**src/rtl/ssc_uart_pkg.sv**
```systemverilog
// Shared types and constants for the SuperSerial UART receive/transmit paths.
package ssc_uart_pkg;

   localparam int OVERSAMPLE = 16;
   localparam int PH_W       = $clog2(OVERSAMPLE);

   // Oversample ticks within a bit used for the 2-of-3 majority vote
   localparam logic [PH_W-1:0] SMP_A = PH_W'(7);
   localparam logic [PH_W-1:0] SMP_B = PH_W'(8);
   localparam logic [PH_W-1:0] SMP_C = PH_W'(9);

   typedef enum logic [2:0] {
      IDLE,
      START,
      DATA,
      PARITY,
      STOP1,
      STOP2,
      BRKWAIT
   } rx_state_e;

   typedef struct packed {
      logic       brk;
      logic       ferr;
      logic       perr;
      logic [7:0] data;
   } rx_entry_t;

   function automatic logic maj3(input logic a, input logic b, input logic c);
      return (a & b) | (a & c) | (b & c);
   endfunction

endpackage

```
**src/rtl/ssc_uart_fifo.sv**
```systemverilog
// First-word-fall-through FIFO of rx_entry_t with occupancy and drop indication.
module ssc_uart_fifo
   import ssc_uart_pkg::*;
#(
   parameter int DEPTH = 4
) (
   input  logic                     clk_logic,
   input  logic                     reset,
   input  logic                     push,
   input  rx_entry_t                din,
   input  logic                     pop,
   output rx_entry_t                dout,
   output logic                     valid,
   output logic [$clog2(DEPTH):0]   count,
   output logic                     ovf
);

   localparam int AW = $clog2(DEPTH);
   localparam int CW = AW + 1;

   rx_entry_t         mem [DEPTH];
   logic [AW-1:0]     wr_ptr;
   logic [AW-1:0]     rd_ptr;
   logic              full;
   logic              do_push;
   logic              do_pop;

   assign valid   = (count != '0);
   assign full    = (count == CW'(DEPTH));
   assign do_pop  = pop & valid;
   // A pop in the same cycle frees the slot, so a full FIFO can still accept
   assign do_push = push & (~full | do_pop);
   assign ovf     = push & full & ~do_pop;
   assign dout    = valid ? mem[rd_ptr] : '0;

   always_ff @(posedge clk_logic) begin
      if (do_push) mem[wr_ptr] <= din;
   end

   always_ff @(posedge clk_logic) begin
      if (reset) begin
         wr_ptr <= '0;
         rd_ptr <= '0;
         count  <= '0;
      end else begin
         if (do_push) wr_ptr <= wr_ptr + 1'b1;
         if (do_pop)  rd_ptr <= rd_ptr + 1'b1;
         case ({do_push, do_pop})
            2'b10:   count <= count + 1'b1;
            2'b01:   count <= count - 1'b1;
            default: count <= count;
         endcase
      end
   end

endmodule

```
**src/rtl/ssc_uart_rx.sv**
```systemverilog
// SuperSerial UART receiver: 16x oversampled deframer feeding a small FWFT FIFO.
module ssc_uart_rx
   import ssc_uart_pkg::*;
#(
   parameter int FIFO_DEPTH  = 4,
   parameter int SYNC_STAGES = 2
) (
   input  logic                          clk_logic,
   input  logic                          reset,
   input  logic                          rx_i,
   input  logic [15:0]                   baud_div_i,
   input  logic [1:0]                    data_bits_i,
   input  logic                          parity_en_i,
   input  logic                          parity_odd_i,
   input  logic                          stop2_i,
   output logic [7:0]                    data_o,
   output logic                          parity_err_o,
   output logic                          framing_err_o,
   output logic                          break_o,
   output logic                          valid_o,
   input  logic                          ready_i,
   output logic                          overrun_o,
   input  logic                          clear_err_i,
   output logic [$clog2(FIFO_DEPTH):0]   fifo_count_o,
   output logic                          busy_o
);

   logic [SYNC_STAGES-1:0] sync_q;
   logic                   rxs;
   logic                   armed_q;
   logic [15:0]            tick_cnt_q;
   logic                   tick;
   logic [PH_W-1:0]        phase_q;
   logic [2:0]             bit_idx_q;
   logic [7:0]             data_q;
   logic                   perr_q;
   logic                   ferr_q;
   logic                   pbit_q;
   logic                   s_a_q;
   logic                   s_b_q;
   logic                   maj;
   logic                   at_mid;
   logic                   last_bit;
   logic                   brk_now;
   rx_state_e              state_q;
   rx_state_e              state_d;
   logic                   push;
   rx_entry_t              entry;
   rx_entry_t              head;
   logic                   ovf;

   // Reset to 0 so a line already low at reset release cannot arm the receiver
   always_ff @(posedge clk_logic) begin
      if (reset) sync_q <= '0;
      else       sync_q <= {sync_q[SYNC_STAGES-2:0], rx_i};
   end
   assign rxs = sync_q[SYNC_STAGES-1];

   always_ff @(posedge clk_logic) begin
      if (reset)    armed_q <= 1'b0;
      else if (rxs) armed_q <= 1'b1;
   end

   always_ff @(posedge clk_logic) begin
      if (reset || tick_cnt_q == '0) tick_cnt_q <= baud_div_i;
      else                           tick_cnt_q <= tick_cnt_q - 1'b1;
   end
   assign tick = (tick_cnt_q == '0);

   assign maj      = maj3(s_a_q, s_b_q, rxs);
   assign at_mid   = tick && (phase_q == SMP_C);
   assign last_bit = (bit_idx_q == 3'(data_bits_i) + 3'd4);
   assign brk_now  = (state_q == STOP1) && !maj && (data_q == '0) &&
                     (!parity_en_i || !pbit_q);

   always_ff @(posedge clk_logic) begin
      if (reset) state_q <= IDLE;
      else       state_q <= state_d;
   end

   always_comb begin
      state_d = state_q;
      case (state_q)
         IDLE:    if (armed_q && !rxs) state_d = START;
         START:   if (at_mid) state_d = maj ? IDLE : DATA;
         DATA:    if (at_mid && last_bit) state_d = parity_en_i ? PARITY : STOP1;
         PARITY:  if (at_mid) state_d = STOP1;
         STOP1:   if (at_mid) state_d = brk_now ? BRKWAIT : (stop2_i ? STOP2 : IDLE);
         STOP2:   if (at_mid) state_d = IDLE;
         BRKWAIT: if (rxs) state_d = IDLE;
         default: state_d = IDLE;
      endcase
   end

   // Push at the mid-stop tick so the next start edge is caught without delay
   always_comb begin
      busy_o     = (state_q != IDLE);
      push       = 1'b0;
      entry.brk  = brk_now;
      entry.ferr = ferr_q | ~maj;
      entry.perr = perr_q;
      entry.data = data_q;
      if (at_mid) begin
         if (state_q == STOP1 && (brk_now || !stop2_i)) push = 1'b1;
         if (state_q == STOP2)                          push = 1'b1;
      end
   end

   always_ff @(posedge clk_logic) begin
      if (reset) begin
         phase_q   <= '0;
         bit_idx_q <= '0;
         data_q    <= '0;
         perr_q    <= 1'b0;
         ferr_q    <= 1'b0;
         pbit_q    <= 1'b0;
         s_a_q     <= 1'b0;
         s_b_q     <= 1'b0;
      end else if (state_q == IDLE && state_d == START) begin
         phase_q   <= '0;
         bit_idx_q <= '0;
         data_q    <= '0;
         perr_q    <= 1'b0;
         ferr_q    <= 1'b0;
         pbit_q    <= 1'b0;
      end else if (tick && state_q != IDLE) begin
         phase_q <= phase_q + 1'b1;
         if (phase_q == SMP_A) s_a_q <= rxs;
         if (phase_q == SMP_B) s_b_q <= rxs;
         if (phase_q == SMP_C) begin
            case (state_q)
               DATA: begin
                  data_q[bit_idx_q] <= maj;
                  bit_idx_q         <= bit_idx_q + 3'd1;
               end
               PARITY: begin
                  pbit_q <= maj;
                  perr_q <= maj ^ (^data_q) ^ parity_odd_i;
               end
               STOP1:   ferr_q <= ~maj;
               default: ;
            endcase
         end
      end
   end

   ssc_uart_fifo #(
      .DEPTH (FIFO_DEPTH)
   ) u_fifo (
      .clk_logic (clk_logic),
      .reset     (reset),
      .push      (push),
      .din       (entry),
      .pop       (ready_i),
      .dout      (head),
      .valid     (valid_o),
      .count     (fifo_count_o),
      .ovf       (ovf)
   );

   // Set wins over clear when both land in the same cycle
   always_ff @(posedge clk_logic) begin
      if (reset)            overrun_o <= 1'b0;
      else if (ovf)         overrun_o <= 1'b1;
      else if (clear_err_i) overrun_o <= 1'b0;
   end

   assign data_o        = head.data;
   assign parity_err_o  = head.perr;
   assign framing_err_o = head.ferr;
   assign break_o       = head.brk;

endmodule

```
**config.mk**
```make
export PLATFORM = sky130hd
export DESIGN_NAME = ssc_uart_rx
export DESIGN_NICKNAME = d
export VERILOG_FILES = /design/src/rtl/ssc_uart_pkg.sv /design/src/rtl/ssc_uart_fifo.sv /design/src/rtl/ssc_uart_rx.sv
export SDC_FILE = /design/constraint.sdc
export NUM_CORES = 1
export LEC_CHECK = 0
export CAP_MARGIN = 10
export CORE_MARGIN = 2
export CORE_UTILIZATION = 61
export DETAILED_ROUTE_END_ITERATION = 12
export PLACE_DENSITY = 0.84
export SKIP_CTS_REPAIR_TIMING = 1
export SYNTH_ARGS = -nofsm -noshare
export SYNTH_HDL_FRONTEND = slang
export SYNTH_SLANG_ARGS = --single-unit
```
**constraint.sdc**
```tcl
create_clock -name clk_logic -period 5.11 [get_ports clk_logic]
set_input_delay 1.022 -clock clk_logic [delete_from_list [all_inputs] [get_ports clk_logic]]
set_output_delay 1.022 -clock clk_logic [all_outputs]
set_load 0.03 [all_outputs]
```
==> flow_summary.ini, run 1 <==
[cts]
cts_tree = yes
clock_latency_ns = 0.35
htreeDepth = 3
clock-root-buffer = clkbuf_8
cts_sinks = 96
clk_pin_slew_ns = 0.09
cts_buffer_depth = 2
cts_buffers = 9

[synth]
dominantRegCellSynth = dfxtp_1
synth-seq-cells = 96
ys_seq_area_frac = 0.522
postSynthCellCount = 405
synth_warnings = 0
yosys.area.top_type = edfxtp_1
synth_top_cell_area_share = 0.292
synth_area_um2 = 4530
yosys-top-cells-count = dfxtp_1, edfxtp_1, nand2_1
yosysUniqueCellTypes = 53
async_flop_share = 0
synth_most_common_cell = dfxtp_1
synth_edf_count = 44
syn-num-nets = 445
syn_area_per_cell_um2 = 11.2
synthTopCellsByArea = edfxtp_1, dfxtp_1, mux4_2

[sta]
setup_tns_ns = 0
finalSetupViolations = 0
slew_headroom = 0.312
fmax_mhz = 284
finalHoldViolCount = 0
period_share = 0.690
period_minus_slack_ns = 3.53
finClkSkew_ns = 0.00997
worst_slew_pin_slew_ns = 1.02
hold_slack_ns = 0.447
rsz0062_at_grt = no
report.final.slew_viol_count = 0

[critical_path]
timing.rr.start = tick_cnt_q[0]
crit_fanout = 11
critPathLaunchType = flop
cp.arrival_ns = 2.50
worst_setup_path_end_kind = primary output
crit_type = flop to primary output
worstPathRequired_ns = 4.09

[run_status]
status = finished, final reports clean

[grt]
overflow = 0
grt_max_degree = 33
grt_pass1_wl_um = 14000
grt_use_met1 = 0.271
grt_busiest_layer = met2
grt_usage = 0.211
antenna_found_initial = 0
use_met3 = 0.0293
grt_pass1_vias = 2993
met2_usage = 0.366

[drt]
ant_nets = 0
initialDrtViolationCount = 197
first_pass_iters = 5
drc = 0
vias = 3065
viasPerCell = 5.68
wl_per_cell_um = 14.8
detail_route.wirelength_um = 7990

[finish]
final_area_um2 = 5170
drive_gt1_frac = 0.0907
diodes = 0
n_fill_cell = 515
final_core_util = 0.717
synthToLayoutAreaGrowth_pct = 14.3
seqCellArea_um2 = 2360
multiInputGateArea_um2 = 1990
layout.nets = 476

[power_and_ir_drop]
cellLeakagePower_nw = 1.71
cellPowerDensity_nw_per_um2 = 355
ir_drop_v = 0.000204
p_total_mw = 1.84

[floorplanning]
io_pins = 43
die_w_um = 90.2
dieArea_um2 = 8130
core-area_um2 = 7210
fp-row-count = 31
start_util = 0.628
die_h_um = 90.2

[placed_design]
dp_hpwl_um = 5770
port_buffers = 42
place_congestion = 0.807
postPlaceCellArea_um2 = 4980

[flow_run]
drv_cap = 0

[hold_path]
hold_path.class = flop to flop
min_from = sync_q[0]
[cell type report]
cell class,instances,area share
clock buffer,10,0.0247
clock inverter,6,0.0133
inverter,21,0.0152
multi-input combinational,266,0.385
sequential,96,0.456
tap,99,0.0239
timing repair buffer,42,0.0812
[sequential cells by signal (all words and copies together) (netlist names), 2 cells and up, named ones only]
signal / cells
u_fifo.mem: 44
tick_cnt_q: 16
data_q: 8
phase_q: 4
bit_idx_q: 3
state_q: 3
u_fifo.count: 3
sync_q: 2
u_fifo.rd_ptr: 2
u_fifo.wr_ptr: 2
[final timing paths]
path,endpoint,slack (ns),cells after the start
worst max-delay path,data_o[2],1.58,3
worst min-delay path,sync_q[1],0.45,1
worst max register to register,data_q[4],1.92,7
worst min register to register,sync_q[1],0.45,1
[stage by stage]
stage	instances	setup slack, ns
2_1_floorplan	405	2.33
3_3_place_gp	524	1.79
3_5_place_dp	524	1.69
4_1_cts	540	1.52
5_1_grt	540	1.43
6_report	540	1.58
[cells in the final DEF (no fill, tap or decap), drive strengths merged, types with 3 or more instances in the layout]
master	count
or4	6
nand3b	4
ha	13
nor2b	4
and2	17
a31oi	3
nor4	10
or3	8
dfxtp	52
inv	22
a211oi	3
mux2i	16
nand2b	4
nand3	5
nand2	32
or2	4
nor4b	3
nor3b	3
mux4	11
nand4b	5
clkdlybuf4s50	42
edfxtp	44
a21oi	4
clkbuf	10
xnor2	21
nand4	5
xor2	7
nor2	30
nor3	11
o21ai	19
[logic make-up after synthesis]
kind of cell | Yosys count | synth area share
mux | 27 | 0.0901
xor+xnor | 28 | 0.0542
fa+ha+maj | 15 | 0.0426
flops | 96 | 0.522
simple gates | 155 | 0.196
compound gates | 41 | 0.0572
buf+inv | 43 | 0.0381
[routing by layer]
metal  vias up  part of all wire
met4         0             0.013
met5         -                 0
met2        66              0.51
met3         8             0.035
li1       1515                 -
met1      1476              0.44
[worst max-delay path, stage by stage (launching register included)]
cell	delay [ns]
dfxtp_1	0.79
mux4_2	0.59
and2_1	0.17
clkdlybuf4s50_1	0.59
[report_power, final]
group / leakage, nW / total [mW] / internal, mW / switching (mW)
combinational: 0.826 / 0.479 / 0.218 / 0.261
clock: 0.0930 / 0.486 / 0.229 / 0.257
sequential: 0.790 / 0.872 / 0.825 / 0.0464
Note: power is estimated with default switching activity, not from simulation.
==> run 2: changes to the inputs <==
--- a/config.mk
+++ b/config.mk
@@ -7,9 +7,9 @@
 export LEC_CHECK = 0
 export CAP_MARGIN = 10
 export CORE_MARGIN = 2
-export CORE_UTILIZATION = 61
+export CORE_UTILIZATION = 57
 export DETAILED_ROUTE_END_ITERATION = 12
-export PLACE_DENSITY = 0.84
+export PLACE_DENSITY = 0.79
 export SKIP_CTS_REPAIR_TIMING = 1
 export SYNTH_ARGS = -nofsm -noshare
 export SYNTH_HDL_FRONTEND = slang
==> constraint.sdc (replaced) <==
create_clock -name clk_logic -period 3.3 [get_ports clk_logic]
set_input_delay 0.66 -clock clk_logic [delete_from_list [all_inputs] [get_ports clk_logic]]
set_output_delay 0.66 -clock clk_logic [all_outputs]
set_load 0.03 [all_outputs]
==> flow_summary.ini, run 2 (same netlist as run 1, synthesis figures left out) <==
[drt]
wl_per_cell_um = 15.0
met3_wirelength_um = 288
wl_met1_um = 3630
vias = 3052
ant_nets = 0
top_layer = met4
drc = 0
viasPerCell = 5.57
dr_wl_met2_um = 4190
initialDrtViolationCount = 115
detail_route.wirelength_um = 8240
first_pass_iters = 4

[finish]
layout_commonest_cell = dfxtp_1
drive_gt1_frac = 0.101
synthToLayoutAreaGrowth_pct = 15.1
diodes = 0
n_fill_cell = 602
largest_registers = u_fifo.mem (44), tick_cnt_q (16), data_q (8)
top_register = u_fifo.mem
most-common-layout-cells = dfxtp_1, edfxtp_1, clkdlybuf4s50_1, nand2_1, nor2_1
layout.nets = 481
largest_register_ffs = 44

[cts]
htreeDepth = 3
cts_buffer_depth = 2
clock_latency_ns = 0.36
cts_buffers = 9
clk_pin_slew_ns = 0.09
cts_tree = yes
cts_sinks = 96
clock-root-buffer = clkbuf_8

[floorplanning]
fp-row-count = 32
die_h_um = 93.1
start_util = 0.586
dieArea_um2 = 8670
io_pins = 43
core-area_um2 = 7730
die_w_um = 93.1

[placed_design]
port_buffers = 42
place_congestion = 0.804
dp_hpwl_um = 5980

[sta]
period_share = 0.911
finalSetupViolations = 0
period_minus_slack_ns = 3.01
report.final.slew_viol_count = 0
slew_headroom = 0.549
worst_slew_pin_slew_ns = 0.671
hold_slack_ns = 0.446
finalHoldViolCount = 0
setup_tns_ns = 0
finClkSkew_ns = 0.00766
fmax_mhz = 333
rsz0062_at_grt = no

[run_status]
status = finished, final reports clean

[power_and_ir_drop]
swShare = 0.314
clkPwrFrac = 0.261
p_total_mw = 2.91
cellPowerDensity_nw_per_um2 = 559
p_seq_frac = 0.458
ir_drop_v = 0.000234
intPower_mw = 2.00
comb_power_share = 0.281
cellLeakagePower_nw = 1.71
switching_power_mw = 0.914

[grt]
grt_max_degree = 33
overflow = 0
grt_usage = 0.205
grt_pass1_vias = 3016
grt_pass1_wl_um = 13900
antenna_found_initial = 0

[hold_path]
hold_path.class = flop to flop

[critical_path]
path_cells = inv_1 > ha_1 > or4b_4 > or3_4 > or3_4 > nand2_1 > fa_1 > nand2b_1 > nor4b_1 > o21ai_0 > nand4_1
critPathMaxStageDelay_ns = 0.51
cp_common_cell = or3_4
worst_setup_path_end_kind = flop
cpMaxStageDelayCell = or4b_4
crit_fanout = 12
critPathLaunchType = flop
crit_type = flop to flop
cp.arrival_ns = 3.31
worstPathRequired_ns = 3.60

[flow_run]
drv_cap = 0
[run 2: cell types whose count changed in the layout (fill, tap and decap cells not counted)]
cell,change
clkinvlp_4,-1
buf_4,+5
inv_6,+2
clkinv_4,-2
clkinv_2,+1
[run 2: routing by layer]
metal,up-vias,track usage
li1,1521,-
met1,1453,0.260
met2,64,0.347
met3,14,0.0451
met4,0,0.0735
met5,-,0
[run 2: final cells by class]
class | count | area, um^2 | area share
flip-flops and latches | 96 | 2360 | 0.453
clock inverters | 6 | 66.3 | 0.0127
multi-input cells | 266 | 1990 | 0.382
inverters | 21 | 78.8 | 0.0151
clock buffers | 10 | 128 | 0.0245
repair buffers | 47 | 458 | 0.0878
well taps | 102 | 128 | 0.0245
[run 2: worst paths after layout]
path / start / endpoint / slack [ns] / cells after the start
setup / recovery: tick_cnt_q[0] / u_fifo.count[2] / 0.29 / 11
hold / removal: sync_q[0] / sync_q[1] / 0.45 / 1
setup reg to reg: tick_cnt_q[0] / u_fifo.count[2] / 0.29 / 11
hold reg to reg: sync_q[0] / sync_q[1] / 0.45 / 1
[run 2: power groups by stage]
stage,combinational [mW],sequential [mW],clock (mW)
3_5_place_dp,0.826,1.36,0
3_3_place_gp,0.814,1.36,0
5_1_grt,0.880,1.34,0.816
2_1_floorplan,0.502,1.37,0
6_report,0.819,1.33,0.761
4_1_cts,0.828,1.33,0.769
[run 2: worst max-delay path: cells and delay by family (launching register included)]
family / cells / cell delay (ns)
AND/OR/NAND/NOR: 7 / 1.98
AO/OA/AOI/OAI: 1 / 0.15
buffers and inverters: 1 / 0.06
flip-flops: 1 / 0.35
adder cells (fa/ha/maj): 2 / 0.41
[run 2: through the flow]
stage	util	instance area (um^2)	setup WS (ns)	instances
final	0.675	5210	0.295	548
after global routing	0.675	5210	0.149	548
after CTS	0.675	5210	0.281	548
after detailed placement	0.650	5020	0.156	532
after global placement	0.650	5020	0.338	532
after floorplan	-	4530	0.699	405
